==> src/rtl/int_source_timer_pkg.sv <==
// int_source_timer_pkg: shared state encoding, register map and default addresses for the interrupt timer
package int_source_timer_pkg;
   typedef enum logic [1:0] {S_IDLE, S_LOAD, S_COUNT, S_FIRE} state_t;
   localparam logic [3:0] OFF_CTRL = 4'h0;
   localparam logic [3:0] OFF_PRESET = 4'h4;
   localparam logic [3:0] OFF_COUNT = 4'h8;
   localparam int CTRL_EN = 0;
   localparam int CTRL_MODE = 1;
   localparam logic [31:0] DEF_BASE_ADDR = 32'h0000_7F30;
   localparam logic [31:0] DEF_ACK_ADDR = 32'h0000_7F20;
   function automatic logic [31:0] merge_bytes(input logic [31:0] old_v, input logic [31:0] new_v, input logic [3:0] be);
      logic [31:0] r;
      for (int i = 0; i < 4; i++) r[8*i +: 8] = be[i] ? new_v[8*i +: 8] : old_v[8*i +: 8];
      return r;
   endfunction
endpackage

==> src/rtl/int_source_regs.sv <==
// int_source_regs: byte-merged CTRL/PRESET registers and combinational read mux of the timer window
//   clk, reset (async, active-low) | addr, wdata, byteen: CPU data bus | count: live COUNT value
//   clr_en: one-shot fire clears EN | en_next: EN value taking effect this edge | mode, preset, rdata
import int_source_timer_pkg::*;
module int_source_regs #(
   parameter logic [31:0] BASE_ADDR = DEF_BASE_ADDR
) (
   input  logic        clk,
   input  logic        reset,
   input  logic [31:0] addr,
   input  logic [31:0] wdata,
   input  logic [3:0]  byteen,
   input  logic [31:0] count,
   input  logic        clr_en,
   output logic        en_next,
   output logic        mode,
   output logic [31:0] preset,
   output logic [31:0] rdata
);
   logic [31:0] off;
   logic        in_win, wr, ctrl_wr, en;
   assign off = (addr & ~32'h3) - BASE_ADDR;
   assign in_win = off < 32'd16;
   assign wr = in_win && (byteen != 4'b0);
   assign ctrl_wr = wr && off[3:0] == OFF_CTRL && byteen[0];
   // a CPU write of EN overrides the one-shot self-clear on the same edge
   assign en_next = ctrl_wr ? wdata[CTRL_EN] : (clr_en ? 1'b0 : en);
   always_ff @(posedge clk or negedge reset) begin
      if (!reset) begin
         en <= 1'b0;
         mode <= 1'b0;
         preset <= '0;
      end else begin
         en <= en_next;
         if (ctrl_wr) mode <= wdata[CTRL_MODE];
         if (wr && off[3:0] == OFF_PRESET) preset <= merge_bytes(preset, wdata, byteen);
      end
   end
   assign rdata = !in_win ? 32'h0 :
                  off[3:0] == OFF_CTRL ? {30'h0, mode, en} :
                  off[3:0] == OFF_PRESET ? preset :
                  off[3:0] == OFF_COUNT ? count : 32'h0;
endmodule

==> src/rtl/int_source_timer.sv <==
// int_source_timer: programmable down-counter raising a sticky interrupt cleared by an acknowledge write
//   clk, reset (async, active-low) | addr, wdata, byteen, rdata: CPU data bus
//   int_addr, int_byteen: interrupt-acknowledge bus | interrupt: registered level request
import int_source_timer_pkg::*;
module int_source_timer #(
   parameter logic [31:0] BASE_ADDR = DEF_BASE_ADDR,
   parameter logic [31:0] ACK_ADDR = DEF_ACK_ADDR
) (
   input  logic        clk,
   input  logic        reset,
   input  logic [31:0] addr,
   input  logic [31:0] wdata,
   input  logic [3:0]  byteen,
   output logic [31:0] rdata,
   input  logic [31:0] int_addr,
   input  logic [3:0]  int_byteen,
   output logic        interrupt
);
   state_t      state, state_nx;
   logic [31:0] count, count_nx, preset;
   logic        pending, en_next, mode, clr_en, ack;
   int_source_regs #(.BASE_ADDR(BASE_ADDR)) u_regs (
      .clk(clk), .reset(reset), .addr(addr), .wdata(wdata), .byteen(byteen),
      .count(count), .clr_en(clr_en), .en_next(en_next), .mode(mode),
      .preset(preset), .rdata(rdata)
   );
   assign ack = int_addr == ACK_ADDR && int_byteen != 4'b0;
   assign clr_en = state == S_FIRE && !mode;
   // the FSM reacts to the EN value being written this edge, so a CTRL write starts LOAD immediately
   always_comb begin
      state_nx = state;
      count_nx = count;
      unique case (state)
         S_IDLE:  state_nx = en_next ? S_LOAD : S_IDLE;
         S_LOAD: begin
            count_nx = preset == 32'h0 ? 32'h1 : preset;
            state_nx = S_COUNT;
         end
         S_COUNT: begin
            if (!en_next) state_nx = S_IDLE;
            else if (count <= 32'h1) begin
               count_nx = 32'h0;
               state_nx = S_FIRE;
            end else count_nx = count - 32'h1;
         end
         S_FIRE:  state_nx = mode ? S_LOAD : S_IDLE;
      endcase
   end
   always_ff @(posedge clk or negedge reset) begin
      if (!reset) begin
         state <= S_IDLE;
         count <= '0;
         pending <= 1'b0;
      end else begin
         state <= state_nx;
         count <= count_nx;
         pending <= state == S_FIRE || (pending && !ack);
      end
   end
   assign interrupt = pending;
endmodule

==> config.mk <==
export PLATFORM = sky130hd
export DESIGN_NAME = int_source_timer
export DESIGN_NICKNAME = d
export VERILOG_FILES = /design/src/rtl/int_source_timer_pkg.sv /design/src/rtl/int_source_regs.sv /design/src/rtl/int_source_timer.sv
export SDC_FILE = /design/constraint.sdc
export NUM_CORES = 1
export LEC_CHECK = 0
export ABC_AREA = 1
export CORE_ASPECT_RATIO = 0.8
export CORE_MARGIN = 1
export CORE_UTILIZATION = 51
export CTS_CLUSTER_DIAMETER = 150
export DETAILED_ROUTE_END_ITERATION = 7
export PLACE_DENSITY = 0.9
export SLEW_MARGIN = 10
export SYNTH_ARGS = -nofsm -noshare
export SYNTH_HDL_FRONTEND = slang
export SYNTH_HIERARCHICAL = 1
export SYNTH_SLANG_ARGS = --single-unit
==> constraint.sdc <==
create_clock -name clk -period 3.5 [get_ports clk]
set_clock_uncertainty 0.15 [all_clocks]
set_input_delay 0.875 -clock clk [delete_from_list [all_inputs] [get_ports clk]]
set_output_delay 0.875 -clock clk [all_outputs]
set_load 0.005 [all_outputs]
# --- Word level (Yosys, flattened, before mapping) ---
# Index checks and enable logic that the tools add are counted.
# Widths: inputs -> output; s select.
word_totals:
  reg_bits: 69
  latch_bits: 0
  ramBits: 0
  rom_bits: 0
  inputBits: 106
  n_memories: 0
op_classes:
  addsub: 2
  mul: 0
  div: 0
  n_lt_le_gt_ge: 2
  eq_ne: 8
  shift: 0
  muxes: 15
  n_bitwise: 0
  n_reduce_logical: 21
ops:
  columns: ["cell", "n"]
  rows:
  - ["$mux 32", 7]
  - ["$pmux 32 s2", 1]
  - ["$eq 32x15->1 const B", 1]
  - ["$le 32x1->1 const B", 1]
  - ["$logic_not 32->1", 1]
  - ["$lt 32x5->1 const B", 1]
  - ["$sub 32x1->32 const B", 1]
  - ["$sub 32x15->32 const B", 1]
  - ["$reduce_and 2->1", 5]
  - ["$pmux 2 s4", 1]
  - ["$reduce_bool 4->1", 2]
  - ["$logic_and 1x1->1", 7]
  - ["$eq 2x2->1 const B", 2]
  - ["$eq 4x3->1 const B", 1]
  - ["$eq 4x4->1 const B", 1]
  - ["$logic_not 4->1", 1]
  - ["$mux 1", 4]
  - ["$mux 2", 2]
  - ["$ne 3x3->1 const B", 1]
  - ["$eq 2x1->1 const B", 1]
  - ["$logic_not 1->1", 2]
  - ["$logic_not 2->1", 1]
  - ["$ne 2x2->1 const B", 1]
  - ["$reduce_bool 2->1", 1]
  - ["$logic_or 1x1->1", 1]

# --- Depth between registers and ports, before layout ---
logic_depth:
  ltp_word: 8
  depth_mapped: 21
  depth_no_buf: 20

# --- Cells and area by module ---
# The synthesis kept the hierarchy.
modules_own_cells:
  columns: ["mod", "instances", "cells_per_inst", "area_per_inst_um2", "seq_area_each_um2"]
  rows:
  - ["int_source_regs", 1, 467, 2952.8, 850.8]
  - ["int_source_timer", 1, 428, 2726.4, 875.8]

# --- Worst setup path after synthesis ---
# No wires, ideal clock.
synth_timing:
  path_kind: "input port to output port"
  startpoint: "input addr[7]"
  endpoint: "output rdata[10]"
  arrival_time_ns: 2.366
  path_slack_ns: 0.109
  path_stages: 15
  n_path_buf: 2
  path_cell_list: "nor2_1 > nand2_1 > buf_4 > nand3_1 > nand3_1 > nand2_1 > nand2_1 > nor2_1 > nand2_1 > nor2_1 > nand3_2 > nor2_8 > inv_4 > buf_6 > a21oi_2"
synth_via:
  elab_chain_cells: 3
synth_rtl:
  columns: ["item", "line_no", "source"]
  rows:
  - ["start, declared", "int_source_timer.sv:11", "input logic [31:0] addr,"]
  - ["$sub 32x15->32", "int_source_regs.sv:22", "assign off = (addr & ~32'h3) - BASE_ADDR;"]
  - ["$lt 32x5->1", "int_source_regs.sv:23", "assign in_win = off < 32'd16;"]
  - ["$mux 32", "int_source_regs.sv:39", "assign rdata = !in_win ? 32'h0 :"]
  - ["end, declared", "int_source_timer.sv:14", "output logic [31:0] rdata,"]
# Every way passes these cells.

# --- Final worst setup path ---
layout_timing:
  startpoint: "input addr[11]"
  endpoint: "output rdata[23]"
# The elaborated chain is that of the path after synthesis.

==> impl.org <==
** Routing
- Antenna Violating Nets Remaining :: 0
- For this run, design rule violations remaining after detail routing come to between 50 and 60.
- For this block, the via count after detailed routing is 8,522.
- Before antenna repair, the detailed router went through 8 iterations.
- The first routing iteration left between 1,500 and 2,000 violations.
- Routed WL :: 28,600 um
- Using the TritonRoute via totals, the vias-per-cell ratio works out to 6.60.
- After detailed routing, the average wire length per cell comes to 22.2 um.

** Run status
- The final reports fail on design-rule violations, negative setup slack.
- The flow ran to the end, but the final reports show violations.

** Power and ir drop
- Int Pwr :: 1.56 mW
- Sequential cells account for 37.4% of the total power.
- In this run the static leakage power is 3.94 nW.
- The worst-case IR drop observed on VDD is 201 uV.
- Clk pwr share :: about 45%
- Combinational cells account for 17.7% of the total power.
- For this design the total switching power over the nets is 571 uW.
- Of the total power, the share spent switching nets is a little over a quarter.
- In this run the power density over the cells is 237 nW/um2.

** Clocking
- Clock-pin slew was measured on the worst setup and hold paths at approximately 0.06 ns.
- TritonCTS built the clock tree.
- The H-tree was split into 3 levels.
- Cts bufs inserted :: 9
- Number of sinks on the clock net :: 69
- Worst-Skew Late Latency :: between 0.3 and 0.4 ns
- Number of buffers between clock root and the deepest sink :: 2
- The tree is rooted in a clkbuf_16.

** Placed design
- Buffers placed on the I/O ports in this run total 136.
- Total half-perimeter wirelength after legalization and detailed placement :: 14,500 um
- OpenSTA, run right after detailed placement, puts the worst setup slack at -1.07 ns.
- After detailed placement, the total cell area comes to between 7000 and 8000 um2.
- Counting tap cells, the placed design contains a total of 1,221 instances.
- The congestion estimate from routability-driven global placement came to 0.969.

** Synthesis
- Synthesis handed over a netlist of 895 instances.
- The synthesized design spends more area on one cell type than any other, namely dfrtp_1.
- Counting flops and latches in the post-synthesis netlist gives 69.
- Share of synthesized area occupied by flip-flops and latches :: 30.4%
- By area the synthesized netlist is led by dfrtp_1, nand2_1, nor2_1.
- In this run, synthesis inferred 0 flip-flops with an integrated enable.
- Proportion of netlist area held by the largest area contributor :: between 30% and 40%
- Number of library cell types mapped by synthesis :: 41
- The average instance in the mapped netlist occupies around 6.3 um2.
- Yosys warnings :: 6
- Counting flops with an async set or reset pin after synthesis yields a share of 100%.
- Dominant synthesized flop cell :: dfrtp_1
- Cell area after technology mapping :: 5680 um2
- Synthesized netlist net count :: 1,003

** Worst setup path
- For the worst setup path, the data required time is 2.47 ns.
- The signal on the critical path passes through buf_8 -> nand2_4 -> nor2_4 -> buf_4 -> nand3_2 -> nand2_1 -> nand2_1 -> nor2_2 -> nand2_1 -> nor2_2 -> nand3_2 -> nor2_8 -> clkinv_8 -> buf_4 -> buf_12 -> a21oi_2 -> buf_2.
- The worst setup path is of the input pin to output port kind.
- By instance count, the cell type seen most on the critical path is nand2_1.
- Worst-case reg-to-reg path depth :: 9
- Kind of end point of the critical path :: output port
- Highest-delay cell along the critical path :: nor2_4
- Counting buffers and inverters, the worst setup path is 17 cells deep.
- The startpoint identified for the worst register-to-register timing path is count[1].
- In this design, the stage delay of the slowest critical-path cell is 0.17 ns.
- Worst setup SP type :: input pin
- Of all nets on the critical path, the largest fanout is 6.
- Gate family responsible for the most delay along the worst path :: simple AND/OR/NAND/NOR gates
- Data arrives at the worst endpoint at between 3 and 4 ns.
- Launching instance or port of the critical path :: addr[11]
- Number of buffer and inverter stages on the critical path :: 6

** Floorplan
- For this configuration, the core starts out at a cell density of 52.4%.
- During I/O placement, the number of pins put on the boundary was 139.
- Measured along the x axis, the die boundary spans around 120 um.
- Placeable core region :: between 10,000 and 15,000 um2
- Measured along the y axis, the die boundary spans 96.4 um.
- Row generation in the floorplan step produced 34 rows.
- The die covers 11,600 um2.

** Final layout
- Of the cells placed in the final design, the portion with a size suffix greater than 1 is 32.9%.
- The number of antenna diodes in the final layout is 0.
- After routing the design area is 9000 um2.
- For this run, the post-layout net count is 1,250.
- Final cell utilization of the core :: 83.0%
- Compared with the post-synthesis result, the final layout area differs by 58.6%.
- Leaving out filler cells and counting taps, the final layout contains 1,291.

** STA
- Final Cycle Share :: 117%
- The final hold violation count came to 0.
- Minimum period implied by the final worst setup slack :: 4.09 ns
- Count of final setup violators :: 80
- Total count of max-transition violations in the final report :: 0
- Headroom to the max-slew limit came out at 36.2%.
- In the post-route analysis, the smallest setup slack over all paths is -0.589 ns.
- Summed over all failing endpoints, the final setup total negative slack is -22.47 ns.
- Setup repair after global routing could not meet its margin everywhere.
- Derived from the worst setup path, the maximum achievable clock frequency is 0.245 GHz.
- Slew at the pin closest to its max-slew limit :: 0.955 ns

** GRT
- Maximum number of pins on one net before global-route repair :: 30
- The number of antenna violations at the first check in global routing was 0.
- The first global-routing pass estimated about 38,000 um of wire.
- Number of global-route vias before repair :: 7,577
- Total congestion overflow after global routing :: 0
- Total routing usage reported by global routing :: 42.1%

** Hold path
- The startpoint identified for the worst hold timing path is interrupt.
- The worst hold path was traced through 2 stages.
- Hold Crit Class :: register to register

** Run
- Across the run, the number of max-cap violations was 0.
## worst min-delay path, cell delays in order (launching register included)
cell     delay [ns]
dfrtp_1        0.36
nand2_1        0.06
nand2_1        0.05
## final timing paths
| kind | slack (ns) | to |
|---|---|---|
| min in group asynchronous | 0.39 | count[9] |
| max reg2reg | 0.87 | count[5] |
| max | -0.59 | rdata[23] |
| min reg2reg | 0.34 | interrupt |
| max in group asynchronous | 2.04 | u_regs/preset[26] |
| min | 0.34 | interrupt |
## flip-flops by register name, summed over array words and instances (netlist names)
signal and cells:
u_regs/preset 32, state 2, interrupt 1, u_regs/mode 1
count 32, u_regs/en 1
## area by class of cell
type / instances / area (um2)
clock buffers: 10 / 239
inverters: 65 / 262
repair buffers: 269 / 2470
flip-flops and latches: 69 / 1730
clock inverters: 6 / 71.3
well taps: 144 / 180
fillers: 537 / 1840
multi-input cells: 728 / 4050
## cell usage after synthesis (2+ instances only)
cell type	instances
a21oi_1	57
clkbuf_1	13
or2_1	3
ha_1	2
nor4_1	7
nor3_1	3
inv_2	3
inv_1	60
nand4_1	26
buf_6	5
buf_2	12
and3_1	2
nand3b_1	3
xor2_1	21
xnor2_1	7
or2_0	2
buf_4	3
dfrtp_1	69
nand2_1	267
nand3_1	97
o21ai_0	9
nor2_4	4
a21oi_2	28
nor2_1	159
nand2_2	7
nand3_2	3
nor2_2	9
## power groups by stage
stage               Combinational, mW  Sequential (mW)  Clock [mW]
detailed placement              0.300            0.812           0
global route                    0.393            0.797       0.996
global placement                0.295            0.812           0
finish                          0.378            0.798       0.955
CTS                             0.332            0.798       0.949
floorplan                      0.0909            0.813           0
## through the flow
step / total power, mW / hold slack, ns
floorplan: 0.903 / 0.314
global placement: 1.11 / 0.312
detailed placement: 1.11 / 0.311
CTS: 2.08 / 0.329
global route: 2.19 / 0.395
finish: 2.13 / 0.344
## repair_timing
action / 4_1_cts / 5_1_grt
gates resized for setup: 348 / 79
endpoints found under the setup margin: 64 / 89
pin swaps: 78 / 38
hold buffers: 0 / 0
gates cloned: 5 / 4
buffers inserted: 58 / 14
## routing by layer
layer | vias up | wire length, um | global-route usage [%]
li1 | 3402 | - | -
met5 | - | 0 | 0
met2 | 982 | 12100 | 67.8
met4 | 0 | 2810 | 27.0
met3 | 400 | 4470 | 13.8
met1 | 3738 | 9280 | 49.0
## kinds of logic after synthesis
family                     Yosys count  synth area share [%]
DFF                                 69                  30.4
adders and majority gates            2                 0.441
buffers and inverters               98                  7.64
AOI/OAI and AO/OA                  101                  11.3
and+or+nand+nor                    597                  45.9
xor gates and xnor gates            28                  4.32
## cells in the final DEF, fill, tap and decap left out, drive strengths merged, types with 3 or more instances in the layout
cell,n
nand3,101
nor2,173
dfrtp,69
nand3b,3
o21ai,10
nor4,7
nand2,274
clkbuf,14
xnor2,7
clkdlybuf4s50,77
clkdlybuf4s15,3
clkinv,4
a21oi,85
xor2,21
inv,64
buf,185
nor3,4
nand4,26
or2,6
(Power assumes the default switching activity.)
==> RTL edit 1: new RTL, config.mk and constraints unchanged <==
Register the output `rdata`, with the module's reset; this adds one clock of latency there. The other outputs are not delayed to match.
--- a/src/rtl/int_source_timer.sv
+++ b/src/rtl/int_source_timer.sv
@@ -18,2 +18,4 @@
 );
+
+   logic [31:0] rdata_d;
    state_t      state, state_nx;
@@ -24,3 +26,3 @@
       .count(count), .clr_en(clr_en), .en_next(en_next), .mode(mode),
-      .preset(preset), .rdata(rdata)
+      .preset(preset), .rdata(rdata_d)
    );
@@ -60,2 +62,10 @@
    assign interrupt = pending;
+   always_ff @(posedge clk or negedge reset) begin
+      if (!reset) begin
+         rdata <= '0;
+      end else begin
+         rdata <= rdata_d;
+      end
+   end
+
 endmodule
Function: changed (a bounded check fails within 4 cycles, from zero or initial values and one cycle with reset low).
==> RTL edit 1 against the unedited design <==
- the run ends with setup timing left
- fmax grew 16%
- final cell count rose by 1.9%
- synthesized area grew 15%
- worst hold slack lost 0.040 ns
- sequential cell count rose by 32
- wire length shrank 24%
- total power up 22%
- first-iteration DRC count down 49%
- final area is 3.8% higher
- sequential share of layout area increased by 7.9 points
- global-route usage shrank 11 points
- count of clock-buffer cells in the layout decreased by 1
- worst setup slack improved by 0.57 ns
- critical path type is now in2reg
- critical endpoint is now count[14]
- highest routed layer unchanged
==> RTL edit 1: results (changes against the unedited design) <==
| Metric | Value |
|---|---|
| Status | finished, violations left (unchanged) |
| Violated checks | setup timing (was DRC, setup timing) |
| Worst slew margin | 0.147 (was 0.362) |
| Worst vdd ir | 267 uV (was 201 uV) |
| Post-Syn Instances | 928 (was 895) |
| Hold WC Path Type | in2async (was reg2reg) |
| Placed insts | 1281 (was 1221) |
| CP peak stage delay | 0.44 ns (was 0.17 ns) |
| WP data arrival | 3.60 ns (was 3.06 ns) |
| CTS Buffer Depth | 2 (unchanged) |
| Root Driver | clkbuf_16 (unchanged) |
| Top cells by area, synth | dfrtp_1 (39%), nand2_1 (16%), nor2_1 (9.0%) (was dfrtp_1 (30%), nand2_1 (18%), nor2_1 (11%)) |
| Post-synthesis mux area share | 0 (unchanged) |
| Max stage delay cell, worst path | clkdlybuf4s50_1 (was nor2_4) |
| Synth Area in Compound Gates | 0.0983 (was 0.113) |
| Biggest regs | count (32), rdata (32), u_regs/preset (32) (was count (32), u_regs/preset (32), state (2)) |
| CTS H-tree depth | 3 (unchanged) |
| Vias in the first global route | 6905 (was 7577) |
| Initial DRC Count | 789 (was 1554) |
| Sequential-to-total area share from yosys stat | 0.388 (was 0.304) |
| Share of post-route cells with drive strength above 1 | 0.201 (was 0.329) |
| Largest net degree at the start of global routing | 49 (was 30) |
| R2R Path End | count[0] (was count[5]) |
| Hpwl dp | 15000 um (was 14500 um) |
| FILL cells | 849 (was 537) |
| Dpl ws | -0.476 ns (was -1.07 ns) |
| WL/cell | 16.6 um (was 22.2 um) |
| Clock slew at the register clock pins of the worst setup and hold paths | 0.07 ns |
| Global-route wire length before repair | 32400 um (was 37600 um) |
| Vias/cell | 5.69 (was 6.60) |
| Drt first pass iters | 6 (was 8) |
| Total CTS buffers | 9 (unchanged) |
| Final Hold Slack | 0.303 ns (was 0.344 ns) |
| Worst R2R Start | count[0] (was count[1]) |
| Top post-synthesis cells by count | nand2_1 (270), nor2_1 (157), dfrtp_1 (101) (was nand2_1 (267), nor2_1 (159), nand3_1 (97)) |
| # diodes | 0 (unchanged) |
| Leakage | 0.00422 uW (was 0.00394 uW) |
| Fin worst setup slack | -0.0221 ns (was -0.589 ns) |
| GRT Util Overall | 0.313 (was 0.421) |
| Synthesized cell area | 6520 um2 (was 5680 um2) |
| Gpl congestion | 0.969 (about the same) |
| Synth cell types | 42 (was 41) |
| Total number of vias | 7484 (was 8522) |
| Crit path max fanout | 7 (was 6) |
| Input/output buffers | 136 (unchanged) |
| XOR/XNOR Fraction of Synth Area | 0.0363 (was 0.0432) |
| Syn nets | 1036 (was 1003) |
| Worst Reg-to-Reg Cells | 11 (was 9) |
| Finish-stage setup viols | 6 (was 80) |
| Initial antenna violation count | 0 (unchanged) |
| Net count, final | 1247 (was 1250) |
| Post-synth ARST share | 1.00 (unchanged) |
| Later-pin clock latency in the skew report | 0.35 ns (about the same) |
| R2R Setup Slk | 1.23 ns (was 0.87 ns) |
| Most used DFF post-synth | dfrtp_1 (unchanged) |
| Post-synthesis adder-cell area fraction | 0.00384 (was 0.00441) |
[RTL edit 1: kinds of logic (layout without fill, tap and decap cells)]
kind of cell	count (synthesis)	count (layout)
simple gates	601	601
compound gates	101	101
flops	101	101
buf+inv	96	312
xor+xnor	27	27
fa+ha+maj	2	2
[RTL edit 1: timing repair]
action                                  CTS  global route
gates cloned                              0             2
resized for setup                         5            86
endpoints found under the setup margin   29            34
pin swaps                                 2            35
hold endpoints to repair                  0             0
buffers inserted                          0            16
[RTL edit 1: layout make-up]
cell class              count  area share
repair buffers            232       0.243
clock inverters             7      0.0110
inverters                  64      0.0265
well taps                 171      0.0229
flip-flops and latches    101       0.270
clock buffers               9      0.0241
multi-input cells         731       0.402
[RTL edit 1: worst max-delay path: cells and delay by family]
family          cells  cell delay (ns)
compound gates      3             0.34
buf+inv             4             0.87
simple gates       15             1.51
[RTL edit 1: metal layers]
layer	GRT usage	part of all wire	vias to the layer above
met5	0	0	-
met4	0.119	0.035	0
met3	0.0737	0.10	88
met2	0.521	0.47	470
met1	0.399	0.39	3496
li1	-	-	3430
[RTL edit 1: worst max path at each step]
stage                   from         to  slack [ns]  cells past startpoint
detailed placement   addr[7]  count[26]       -0.48                     22
global route        addr[24]  count[13]       -0.20                     22
floorplan            addr[7]  count[19]        0.35                     21
CTS                  addr[9]  count[30]        0.01                     19
finish              addr[24]  count[14]       -0.02                     22
global placement     addr[7]  count[25]       -0.32                     22
[RTL edit 1: stage by stage]
| stage | setup TNS, ns | cell area (um2) |
|---|---|---|
| after floorplan | 0 | 6520 |
| after global placement | -9.46 | 8540 |
| after detailed placement | -16.58 | 8540 |
| after CTS | 0 | 8890 |
| after global routing | -4.95 | 9350 |
| final | -0.0628 | 9350 |
[RTL edit 1: where the power goes]
group	internal (uW)	leakage, uW	switching [uW]
combinational	170	0.00282	161
clock	636	0.000157	466
sequential	1170	0.00124	0.000623
==> RTL edit 2: new RTL, config.mk and constraints unchanged <==
Made on the original files. `OFF_COUNT`: 4'h8 -> 4'h4.
--- a/src/rtl/int_source_timer_pkg.sv
+++ b/src/rtl/int_source_timer_pkg.sv
@@ -5,3 +5,3 @@
    localparam logic [3:0] OFF_PRESET = 4'h4;
-   localparam logic [3:0] OFF_COUNT = 4'h8;
+   localparam logic [3:0] OFF_COUNT = 4'h4;
    localparam int CTRL_EN = 0;
Formal check against the unedited RTL: not equivalent (Yosys sat finds a counterexample within 4 cycles, from zero or initial values and one cycle with reset low).
==> RTL edit 2 against the unedited design <==
- the run ends with setup timing left
- worst setup slack improved by 0.23 ns
- final area is 7.8% lower
- via count down 17%
- sequential cell count did not move
- global-route usage shrank 4.6 points
- wire length decreased by 24%
- core utilization increased by 0.99 points
- clock power is 3.4% lower
- total power down 4.4%
- synthesized area is 6.1% lower
- sequential share of layout area rose by 1.6 points
- count of clock-buffer cells in the layout up 2
- final cell count is 6.1% lower
- synthesized cell count down 4.0%
- critical path type unchanged
- largest cell class unchanged
==> RTL edit 2: results (changes against the unedited design) <==
| Metric | Value |
|---|---|
| Status | finished, violations left (unchanged) |
| Violated checks | setup timing (was DRC, setup timing) |
| Clock-net power | 923 uW (was 955 uW) |
| Clock buffer count | 12 (was 10) |
| GR met2 Demand/Resource | 0.624 (was 0.678) |
| Largest net degree at the start of global routing | 39 (was 30) |
| #MultiIn Comb | 698 (was 728) |
| Die area | 10900 um2 (was 11600 um2) |
| Clock network fraction of total power | 0.453 (was 0.448) |
| Initial DRC Count | 801 (was 1554) |
| Fin worst setup slack | -0.358 ns (was -0.589 ns) |
| Seq/total area | 0.208 (was 0.192) |
| Syn nets | 967 (was 1003) |
| Sw power | 506 uW (was 571 uW) |
| WL final | 21800 um (was 28600 um) |
| Total number of vias | 7036 (was 8522) |
| Routed wl met3 | 2780 um (was 4470 um) |
| R2R Setup Slk | 0.98 ns (was 0.87 ns) |
| WL/cell | 18.0 um (was 22.2 um) |
| Top cells by area, synth | dfrtp_1 (32%), nand2_1 (18%), nor2_1 (14%) (was dfrtp_1 (30%), nand2_1 (18%), nor2_1 (11%)) |
| Met2 WL post-DR | 10000 um (was 12100 um) |
| Multi-input combinational area share | 0.460 (was 0.450) |
| Worst vdd ir | 184 uV (was 201 uV) |
| Non-clock inverters | 69 (was 65) |
| Sequential-to-total area share from yosys stat | 0.324 (was 0.304) |
| Post-synthesis adder-cell area fraction | 0.00469 (was 0.00441) |
| Top post-synthesis cells by count | nand2_1 (260), nor2_1 (198), dfrtp_1 (69) (was nand2_1 (267), nor2_1 (159), nand3_1 (97)) |
| Max stage delay cell, worst path | clkdlybuf4s15_2 (was nor2_4) |
| CTS resizes | 317 (was 348) |
| WP data arrival | 2.83 ns (was 3.06 ns) |
| Finish-stage setup viols | 41 (was 80) |
| Worst slew margin | 0.318 (was 0.362) |
| XOR/XNOR Fraction of Synth Area | 0.0444 (was 0.0432) |
| Hpwl dp | 13400 um (was 14500 um) |
| Crit path max fanout | 7 (was 6) |
| M1 wire length | 7880 um (was 9280 um) |
| GR met1 Demand/Resource | 0.462 (was 0.490) |
| Met3 Use GR | 0.109 (was 0.138) |
| FILL cells | 568 (was 537) |
| Signal buffers share of area | 0.243 (was 0.275) |
| Setup TNS | -10.75 ns (was -22.47 ns) |
| Non-CTS buffers | 224 (was 269) |
| Dpl ws | -1.09 ns (was -1.07 ns) |
| R2R Path End | count[27] (was count[5]) |
RTL edit 2: worst min-delay path: cells and delay by family (launching register included):
family           cells  cell delay, ns
AND/OR/NAND/NOR      2            0.11
flip-flops           1            0.34
RTL edit 2: worst max path at each step:
| stage | start | endpoint | slack [ns] |
|---|---|---|---|
| 3_5_place_dp | addr[8] | rdata[22] | -1.09 |
| 6_report | addr[22] | rdata[31] | -0.36 |
| 2_1_floorplan | addr[4] | rdata[10] | 0.07 |
| 5_1_grt | addr[22] | rdata[5] | -0.42 |
| 4_1_cts | addr[6] | rdata[1] | -0.14 |
| 3_3_place_gp | addr[8] | rdata[10] | -1.01 |
RTL edit 2: cell families (layout without fill, tap and decap cells):
kind of cell               count (synthesis)  in the layout
AOI/OAI and AO/OA                         81             81
xor gates and xnor gates                  27             27
adders and majority gates                  2              2
buffers and inverters                     94            309
DFF                                       69             69
and+or+nand+nor                          586            588
